==> src/rtl/ring_l1a_addr_ctrl.sv <==
// Ring buffer address/trigger manager: free-running write pointer, L1A start-address FIFO,
// read-address sequencing for the ring-to-event-buffer transfer FSM, and error flags.
module ring_l1a_addr_ctrl #(
  parameter int unsigned RING_AW    = 7,
  parameter int unsigned L1A_AW     = 3,
  parameter int unsigned PRETRIG    = 8,
  parameter int unsigned AMT_THRESH = 2
) (
  input  logic                CLK,
  input  logic                RST,
  input  logic                RUN,
  input  logic                SMP_TICK,
  input  logic                L1A,
  input  logic                LD_ADDR,
  input  logic                INC_SMP,
  input  logic                NXT_L1A,
  output logic [RING_AW-1:0]  WR_ADDR,
  output logic [RING_AW-1:0]  RD_ADDR,
  output logic [L1A_AW:0]     L1A_CNT,
  output logic                L1A_BUF_MT,
  output logic                L1A_BUF_FL,
  output logic                RING_AMT,
  output logic                L1A_OVFL,
  output logic                OVWR_ERR,
  output logic                SEQ_ERR
);

  localparam int unsigned DEPTH = 2 ** L1A_AW;
  localparam int unsigned CNT_W = L1A_AW + 1;

  typedef enum logic {IDLE, ACTIVE} state_t;

  state_t             state;
  logic [RING_AW-1:0] fifo_mem [DEPTH];
  logic [L1A_AW-1:0]  wr_ptr;
  logic [L1A_AW-1:0]  rd_ptr;

  logic               wr_en;
  logic [RING_AW-1:0] wr_inc;
  logic [RING_AW-1:0] entry;
  logic [RING_AW-1:0] head;
  logic [RING_AW-1:0] diff;
  logic [RING_AW-1:0] prot;
  logic               prot_vld;
  logic               do_nxt;
  logic               do_inc;
  logic               do_ld;
  logic               multi;
  logic               illegal;
  logic               pop;
  logic               push;
  logic               ovfl_c;
  logic [CNT_W-1:0]   cnt_nxt;

  // Strobe decode, FIFO control and protection address
  always_comb begin
    wr_en    = RUN & SMP_TICK;
    wr_inc   = WR_ADDR + RING_AW'(1);
    entry    = WR_ADDR - RING_AW'(PRETRIG);
    head     = fifo_mem[rd_ptr];
    diff     = WR_ADDR - RD_ADDR;
    // Only the highest-priority strobe is acted upon: NXT_L1A > INC_SMP > LD_ADDR
    do_nxt   = NXT_L1A;
    do_inc   = INC_SMP & ~NXT_L1A;
    do_ld    = LD_ADDR & ~INC_SMP & ~NXT_L1A;
    multi    = (NXT_L1A & INC_SMP) | (NXT_L1A & LD_ADDR) | (INC_SMP & LD_ADDR);
    illegal  = 1'b0;
    if (state == IDLE) illegal = NXT_L1A | INC_SMP | (LD_ADDR & L1A_BUF_MT);
    else               illegal = LD_ADDR;
    pop      = (state == ACTIVE) & do_nxt;
    push     = L1A & (~L1A_BUF_FL | pop);
    ovfl_c   = L1A & L1A_BUF_FL & ~pop;
    cnt_nxt  = L1A_CNT + CNT_W'(push) - CNT_W'(pop);
    prot_vld = (state == ACTIVE) | ~L1A_BUF_MT;
    prot     = (state == ACTIVE) ? RD_ADDR : head;
  end

  // FIFO storage needs no reset; occupancy is tracked by the pointers
  always_ff @(posedge CLK) begin
    if (push) fifo_mem[wr_ptr] <= entry;
  end

  always_ff @(posedge CLK or posedge RST) begin
    if (RST) begin
      state      <= IDLE;
      WR_ADDR    <= '0;
      RD_ADDR    <= '0;
      wr_ptr     <= '0;
      rd_ptr     <= '0;
      L1A_CNT    <= '0;
      L1A_BUF_MT <= 1'b1;
      L1A_BUF_FL <= 1'b0;
      RING_AMT   <= 1'b0;
      L1A_OVFL   <= 1'b0;
      OVWR_ERR   <= 1'b0;
      SEQ_ERR    <= 1'b0;
    end else begin
      if (wr_en) WR_ADDR <= wr_inc;
      if (push)  wr_ptr  <= wr_ptr + L1A_AW'(1);
      if (pop)   rd_ptr  <= rd_ptr + L1A_AW'(1);
      L1A_CNT    <= cnt_nxt;
      L1A_BUF_MT <= (cnt_nxt == '0);
      L1A_BUF_FL <= (cnt_nxt == CNT_W'(DEPTH));
      L1A_OVFL   <= ovfl_c;
      if (multi | illegal) SEQ_ERR <= 1'b1;
      if (wr_en & prot_vld & (wr_inc == prot)) OVWR_ERR <= 1'b1;
      RING_AMT   <= (state == ACTIVE) & ~do_nxt & (diff <= RING_AW'(AMT_THRESH));
      case (state)
        IDLE: begin
          if (do_ld & ~L1A_BUF_MT) begin
            RD_ADDR <= head;
            state   <= ACTIVE;
          end
        end
        ACTIVE: begin
          if (do_nxt)      state   <= IDLE;
          else if (do_inc) RD_ADDR <= RD_ADDR + RING_AW'(1);
        end
        default: state <= IDLE;
      endcase
    end
  end

endmodule
==> config.mk <==
export PLATFORM = sky130hd
export DESIGN_NAME = ring_l1a_addr_ctrl
export DESIGN_NICKNAME = d
export VERILOG_FILES = /design/src/rtl/ring_l1a_addr_ctrl.sv
export SDC_FILE = /design/constraint.sdc
export NUM_CORES = 1
export LEC_CHECK = 0
export CORE_ASPECT_RATIO = 1.25
export CORE_MARGIN = 3
export CORE_UTILIZATION = 35
export DETAILED_ROUTE_END_ITERATION = 12
export MAX_ROUTING_LAYER = met4
export PLACE_DENSITY = 0.54
export SLEW_MARGIN = 0
export SYNTH_ARGS = -nofsm -noshare
export SYNTH_HDL_FRONTEND = slang
export SYNTH_SLANG_ARGS = --single-unit
==> constraint.sdc <==
create_clock -name CLK -period 3.31 [get_ports CLK]
set_clock_uncertainty 0.1 [all_clocks]
set_input_delay 0.662 -clock CLK [delete_from_list [all_inputs] [get_ports CLK]]
set_output_delay 0.662 -clock CLK [all_outputs]
set_load 0.01 [all_outputs]
* After elaboration in Yosys (flattened, before gate mapping) *
Memories as Yosys holds them, arrays and structs flattened.
Cells that the tools add are included.
W data, S select, Z words.

storage, ports and cells
  register bits after elaboration = 31
  memory bits (writable) = 56
  input bits = 8
  output and inout port bits = 24
  memories = 1

memories
  name      words  width  read ports  clocked after memory_dff  write ports  line  text
  fifo_mem  8      7      1           0                         1            34    logic [RING_AW-1:0] fifo_mem [DEPTH];

operators by class
  add/subtract/negate cells = 8
  magnitude comparators = 1
  equal/unequal tests = 5
  multiplexer cells = 11
  bitwise logic cells = 30
  reductions and logical operators = 2

operators by type and width
  operator               count
  $mux W7                4
  $and A1 B1 Y1          17
  $add A7 B1 Y7 const B  2
  $pmux W7 S2            1
  $eq A7 B7 Y1           1
  $le A7 B2 Y1 const B   1
  $or A1 B1 Y1           7
  $sub A7 B4 Y7 const B  1
  $sub A7 B7 Y7          1
  $add A3 B1 Y3 const B  2
  $not A1 Y1             6
  $mux W1                5
  $add A4 B1 Y4          1
  $eq A4 B4 Y1 const B   1
  $logic_not A4 Y1       1
  $ne A2 B1 Y1 const B   2
  $sub A4 B1 Y4          1
  $reduce_and A3 Y1      1
  $ne A2 B2 Y1 const B   1
  $pmux W1 S2            1

* Depth between registers and ports, before layout *
Gate-level depths: netlist of the first run.

  word-level depth = 6
  gate-level depth with buffers = 12
  mapped depth without buffers = 11

* Least setup slack after synthesis of the first run *
Ideal clock, no wire load.

  kind = input -> register
  from = input NXT_L1A
  to = register L1A_BUF_FL
  library setup time = 0.073 ns
  arrival = 2.532 ns
  data required time = 3.137 ns
  setup slack = 0.606 ns
  stages on the path = 11
  cells stage by stage = nand2_1 > nand2_1 > and2_1 > inv_1 > ha_1 > inv_1 > ha_1 > fa_1 > xor2_1 > or3_1 > nor2b_1

on the way
  word-level cells in the longest chain between the ends = 6

RTL lines
  element                 line  text
  start: declaration      16    input logic NXT_L1A,
  $and A1 B1 Y1 *         70    pop = (state == ACTIVE) & do_nxt;
  $or A1 B1 Y1            71    push = L1A & (~L1A_BUF_FL | pop);
  $and A1 B1 Y1           71
  $add A4 B1 Y4           73    cnt_nxt = L1A_CNT + CNT_W'(push) - CNT_W'(pop);
  $sub A4 B1 Y4 *         73
  net cnt_nxt[2]          53    logic [CNT_W-1:0] cnt_nxt;
  $eq A4 B4 Y1 *          103   L1A_BUF_FL <= (cnt_nxt == CNT_W'(DEPTH));
  end signal: assignment  103
  end: declaration        21    output logic L1A_BUF_FL,

Mark *: on every way through the listed nets, which the timed path passes. The rest lies on a longest branch.
A chain may end at the register's enable or synchronous reset.

* Worst setup path after layout of the first run *
Same ends and word-level chain as after synthesis.

==> results.yml, run 1 <==
run_status:
  status: "finished, final reports clean"
sta:
  maxSlewViolCount: 0
  hold_viol: 0
  min_period_over_period_pct: 87.5
  worstMarginPinSlew_ns: 0.603
  setup_tns_ns: 0
  period_minus_slack_ns: 2.90
  rsz0062_at_grt: "no"
  slew_headroom_pct: 59.6
  whs_ns: 0.377
  finalSetupViolCount: 0
  fmax_ghz: 0.345
yosys:
  yosysTopAreaCellShare_pct: 39.5
  synth_cells: 320
  syn_avg_cell_area_um2: 13.3
  yosysSeqAreaShare_pct: 57.7
  async_reset_ff_share_pct: 35.6
  synth_top_cell_by_area: "edfxtp_1"
  yosys-top-cells-area: "edfxtp_1 (39%), dfrtp_1 (18%), mux4_1 (4.9%), xnor2_1 (4.7%), ha_1 (4.7%)"
  ys_top_cells_by_count: "edfxtp_1 (56), dfrtp_1 (30), nor2_1 (24), xnor2_1 (23), inv_1 (22)"
  synth-seq-cells: 87
  synth_cell_types: 49
  synth-edff-count: 56
  synth-main-ff-cell: "edfxtp_1"
  yosysWarnings: 0
  synth_nets: 346
  syn_area_um2: 4260
  yosysMostFrequentCell: "edfxtp_1"
global_route:
  grt.overflow.total: 0
  grt_max_degree: 32
  grt_pass1_vias: 2728
  grt_pass1_wl_um: 14800
  grt_usage_pct: 14.7
  antenna_found_initial: 0
routing:
  avgViaCountPerCell: 4.94
  drtIter0Drc: 92
  routedWlPerCell_um: 16.7
  via_count: 2630
  drc: 0
  drt-total-wl_um: 8870
  dr.pass1.iters: 4
  ant_nets: 0
power_and_ir_drop:
  total_leakage_power_uw: 0.00197
  p_comb_share_pct: 42.5
  intPower_uw: 3090
  power_density_nw_per_um2: 971
  power_switching_uw: 1850
  swShare_pct: 37.5
  vdd_ir_drop_max_mv: 0.493
  seq_power_share_pct: 38.5
  clkPwrFrac_pct: 18.9
clocking:
  cts_buffer_depth: 2
  clk_latency_ns: 0.34
  path_clk_slew_ns: 0.07
  cts_tree: "built"
  cts.repair.resized: 0
  cts_max_level: 3
  clock_sinks: 87
  root_buffer: "clkbuf_16"
  post_cts_buffers: 0
  cts_buffers: 9
  holdBufCountCts: 0
critical_path:
  r2r_start: "rd_ptr[0]"
  path_class: "in2reg"
  cp.arrival_ns: 3.06
  cpPeakStageDelay_ns: 0.49
  reg2reg_slack_ns: 0.64
  reg2reg_to: "OVWR_ERR"
  critical_path.startpoint: "NXT_L1A"
  critPathLaunchType: "input pin"
  crit_path_cell_trace: "clkdlybuf4s50_1, nand2_1, nand2_1, and2_1, inv_1, ha_1, inv_1, ha_1, fa_1, xor2_1, or3_1, nor2b_1"
  cp_data_required_time_ns: 3.48
  worstRegToRegCells: 6
  path_max_fanout: 3
  crit_end: "L1A_BUF_FL"
  critPathCaptureType: "register"
  slowest_stage: "clkdlybuf4s50_1"
cells_and_area:
  multi_input_area_um2: 1620
  nNetsFinal: 392
  regArea_um2: 2460
  stdcell_area_um2: 5080
  num_antenna_cells: 0
  drive_gt1_share_pct: 11.3
  fillerInstances: 1061
  layout.cells.non_filler: 532
  synthToLayoutAreaGrowth_pct: 19.3
hold_path:
  min_path_type: "reg2reg"
floorplanning:
  ioPinCount: 32
  core_um2: 11700
  core.rowCount: 44
  die_area_um2: 13500
  die_w_um: 105
  initial_core_util_pct: 36.3
  fp.dieH_um: 129
run:
  max_cap_violations: 0
place:
  routabilityCongestion: 0.755
  place_inst: 516
  placedInstanceArea_um2: 4810
  port_buffers: 31
  dp_hpwl_um: 6470
## power groups by stage
stage | Sequential [uW] | Combinational [uW] | Clock (uW)
after global routing | 1950 | 2340 | 1000
after CTS | 1910 | 2130 | 952
after detailed placement | 1930 | 2120 | 0
final | 1900 | 2100 | 935
after global placement | 1920 | 2090 | 0
after floorplan | 1810 | 1530 | 0
## critical path: cells and delay by family
family / cells / cell delay (ns)
buffers and inverters: 3 / 0.60
adder cells (fa/ha/maj): 3 / 0.85
AND/OR/NAND/NOR: 5 / 0.79
XOR/XNOR: 1 / 0.18
## state kept, by name, indices dropped and copies added, names as in the netlist
signal and count:
RD_ADDR 7, WR_ADDR 7, SEQ_ERR 1, state 1
rd_ptr 3, L1A_CNT 4, RING_AMT 1, fifo_mem 56
wr_ptr 3, OVWR_ERR 1, L1A_BUF_FL 1, L1A_BUF_MT 1
L1A_OVFL 1
## cells in the final DEF, fill, tap and decap left out, drive strengths merged, types with 9 or more instances in the layout
master | Yosys | final
mux4 | 12 | 12
nor3 | 10 | 10
mux2i | 9 | 9
inv | 22 | 23
edfxtp | 56 | 56
dfrtp | 30 | 30
clkdlybuf4s50 | 0 | 31
buf | 11 | 17
xnor2 | 23 | 23
clkbuf | 2 | 9
ha | 16 | 16
xor2 | 10 | 10
nand3 | 10 | 10
a21oi | 15 | 15
nand2 | 17 | 17
nor2 | 24 | 24
## cells by family after synthesis
| kind of cell | Yosys count | synth area share [%] |
|---|---|---|
| flops | 87 | 57.7 |
| simple gates | 78 | 8.52 |
| compound gates | 44 | 6.91 |
| buf+inv | 36 | 4.17 |
| xor+xnor | 33 | 6.79 |
| mux | 23 | 9.99 |
| fa+ha+maj | 19 | 5.88 |
## per-layer routing
layer	GRT usage (%)	share of wire, %	routed length (um)
met5	-	0	0
met4	5.79	1.8	161
met3	2.49	2.2	199
met2	24.3	52	4600
met1	18.1	44	3910
## through the flow
| step | worst slack (ns) | power, uW | util [%] |
|---|---|---|---|
| 2_1_floorplan | 0.606 | 3340 | - |
| 3_3_place_gp | 0.0898 | 4010 | 41.0 |
| 3_5_place_dp | 0.0398 | 4050 | 41.0 |
| 4_1_cts | 0.393 | 4990 | 43.3 |
| 5_1_grt | 0.280 | 5290 | 43.3 |
| 6_report | 0.413 | 4930 | 43.3 |
## how the worst min path moves through the flow
stage	startpoint	end	depth (start not counted)
global placement	SEQ_ERR	SEQ_ERR	1
CTS	SEQ_ERR	SEQ_ERR	1
finish	SEQ_ERR	SEQ_ERR	1
detailed placement	SEQ_ERR	SEQ_ERR	1
floorplan	wr_ptr[0]	wr_ptr[0]	2
global route	SEQ_ERR	SEQ_ERR	1
## cell type report
class                           count  share of cell area [%]
Sequential cell                    87                    48.4
Multi-Input combinational cell    197                    31.9
Timing Repair Buffer               48                    8.62
Clock buffer                        9                    4.43
Tap cell                          161                    3.97
Inverter                           23                    1.70
Clock inverter                      7                   0.961
Power figures use the tool's default switching activity.
==> run 2, diff against run 1 <==
--- a/config.mk
+++ b/config.mk
@@ -9,7 +9,6 @@
 export CORE_MARGIN = 3
 export CORE_UTILIZATION = 35
 export DETAILED_ROUTE_END_ITERATION = 12
-export MAX_ROUTING_LAYER = met4
 export PLACE_DENSITY = 0.54
 export SLEW_MARGIN = 0
 export SYNTH_ARGS = -nofsm -noshare
==> run 2 against run 1 <==
  * Cell count stayed put
  * Die area stayed put
  * Total power hardly changed
  * Clock power is 0.7% lower
  * Core utilization stayed put
  * Sequential share of layout area stayed put
  * Critical path type unchanged
  * Largest power group unchanged
==> results.yml, run 2 (synthesis results as in run 1) <==
run_status:
  status: "finished, final reports clean"
clocking:
  holdBufCountCts: 0
  clk_latency_ns: 0.33
  clock_sinks: 87
  cts.repair.resized: 0
  cts_buffer_depth: 2
  cts_tree: "built"
  cts_buffers: 9
  root_buffer: "clkbuf_16"
  cts_max_level: 3
  path_clk_slew_ns: 0.06
  post_cts_buffers: 0
cells_and_area:
  fillerInstances: 1061
  top_regs: "fifo_mem: 56 flops, RD_ADDR: 7 flops, WR_ADDR: 7 flops"
  largest_reg_flops: 56
  top_register: "fifo_mem"
  nNetsFinal: 392
  final_common_cell: "edfxtp_1"
  drive_gt1_share_pct: 11.3
  layout_common_cells: "edfxtp_1 (56), clkdlybuf4s50_1 (31), dfrtp_1 (30)"
  synthToLayoutAreaGrowth_pct: 19.3
  layout.cells.non_filler: 532
  num_antenna_cells: 0
power_and_ir_drop:
  intPower_uw: 3090
  seq_power_share_pct: 38.6
  swShare_pct: 37.4
  power_density_nw_per_um2: 971
  clkPwrFrac_pct: 18.8
  total_leakage_power_uw: 0.00197
  total_power_uw: 4930
  power_switching_uw: 1850
  p_comb_share_pct: 42.6
  vdd_ir_drop_max_mv: 0.492
critical_path:
  cp.arrival_ns: 3.06
  r2r_start: "rd_ptr[0]"
  critical_path.startpoint: "NXT_L1A"
  critPathCaptureType: "register"
  path_class: "in2reg"
  critPathLaunchType: "input pin"
  cp_data_required_time_ns: 3.47
  path_max_fanout: 3
floorplanning:
  ioPinCount: 32
  core_um2: 11700
  fp.dieH_um: 129
  core.rowCount: 44
  initial_core_util_pct: 36.3
  die_w_um: 105
  die_area_um2: 13500
place:
  preCtsSetupSlack_ns: 0.0398
  routabilityCongestion: 0.745
  dp_hpwl_um: 6470
  place_inst: 516
  port_buffers: 31
sta:
  slew_headroom_pct: 59.4
  finalSetupViolCount: 0
  setup_ws_ns: 0.411
  worstMarginPinSlew_ns: 0.607
  fmax_ghz: 0.345
  maxSlewViolCount: 0
  rsz0062_at_grt: "no"
  min_period_over_period_pct: 87.6
  setup_tns_ns: 0
  period_minus_slack_ns: 2.90
  hold_viol: 0
run:
  max_cap_violations: 0
routing:
  routedWlPerCell_um: 16.7
  ant_nets: 0
  drt-total-wl_um: 8890
  dr.pass1.iters: 4
  drc: 0
  via_count: 2632
  drtIter0Drc: 87
  avgViaCountPerCell: 4.95
global_route:
  grt_pass1_wl_um: 14800
  grt_pass1_vias: 2748
  grt_usage_pct: 14.2
  antenna_found_initial: 0
  grt.overflow.total: 0
  grt_max_degree: 32
hold_path:
  hold_path_startpoint: "SEQ_ERR"
  min_path_type: "reg2reg"
-- run 2: path summary, 6_finish.rpt --
check                              to  slack (ns)  cells after the start
setup / recovery           L1A_BUF_FL        0.41                     12
hold / removal                SEQ_ERR        0.38                      1
setup reg to reg             OVWR_ERR        0.64                      6
hold reg to reg               SEQ_ERR        0.38                      1
max in group asynchronous  L1A_BUF_MT        2.17                      3
min in group asynchronous       state        0.61                      3
-- run 2: worst max-delay path: stages --
cell and delay [ns]:
clkdlybuf4s50_1 0.49, nand2_1 0.12, nand2_1 0.08, and2_1 0.14, inv_1 0.07, ha_1 0.27
inv_1 0.04, ha_1 0.20, fa_1 0.38, xor2_1 0.18, or3_1 0.34, nor2b_1 0.11
-- run 2: power groups by stage --
| stage | registers [uW] | clock network, uW | logic (uW) |
|---|---|---|---|
| final | 1900 | 928 | 2100 |
| after global routing | 1950 | 997 | 2340 |
| after CTS | 1910 | 952 | 2130 |
| after detailed placement | 1930 | 0 | 2120 |
| after global placement | 1920 | 0 | 2090 |
| after floorplan | 1810 | 0 | 1530 |
-- run 2: per-stage QoR --
| step | utilization [%] | hold slack (ns) | area [um2] |
|---|---|---|---|
| after global routing | 43.3 | 0.413 | 5080 |
| after floorplan | - | 0.385 | 4260 |
| after detailed placement | 41.0 | 0.367 | 4810 |
| final | 43.3 | 0.376 | 5080 |
| after CTS | 43.3 | 0.382 | 5080 |
| after global placement | 41.0 | 0.359 | 4810 |
-- run 2: area by class of cell --
| cell class | instances | area (um2) | area share (%) |
|---|---|---|---|
| flip-flops and latches | 87 | 2460 | 48.4 |
| repair buffers | 48 | 438 | 8.62 |
| clock inverters | 7 | 48.8 | 0.961 |
| well taps | 161 | 201 | 3.97 |
| multi-input cells | 197 | 1620 | 31.9 |
| clock buffers | 9 | 225 | 4.43 |
| inverters | 23 | 86.3 | 1.70 |
-- run 2: routing by layer --
metal / track usage, % / vias to the layer above / routed length, um
met1: 17.9 / 1322 / 3910
met2: 24.4 / 41 / 4590
met4: 5.79 / 0 / 165
met3: 2.64 / 12 / 225
met5: 0 / - / 0
li1: - / 1257 / -
==> run 3, diff against run 2 <==
--- a/config.mk
+++ b/config.mk
@@ -8,6 +8,7 @@
 export CORE_ASPECT_RATIO = 1.25
 export CORE_MARGIN = 3
 export CORE_UTILIZATION = 35
+export CTS_CLUSTER_SIZE = 40
 export DETAILED_ROUTE_END_ITERATION = 12
 export PLACE_DENSITY = 0.54
 export SLEW_MARGIN = 0
==> results of run 3 <==
The final DEF is identical to that of run 2; final timing and power are the same.
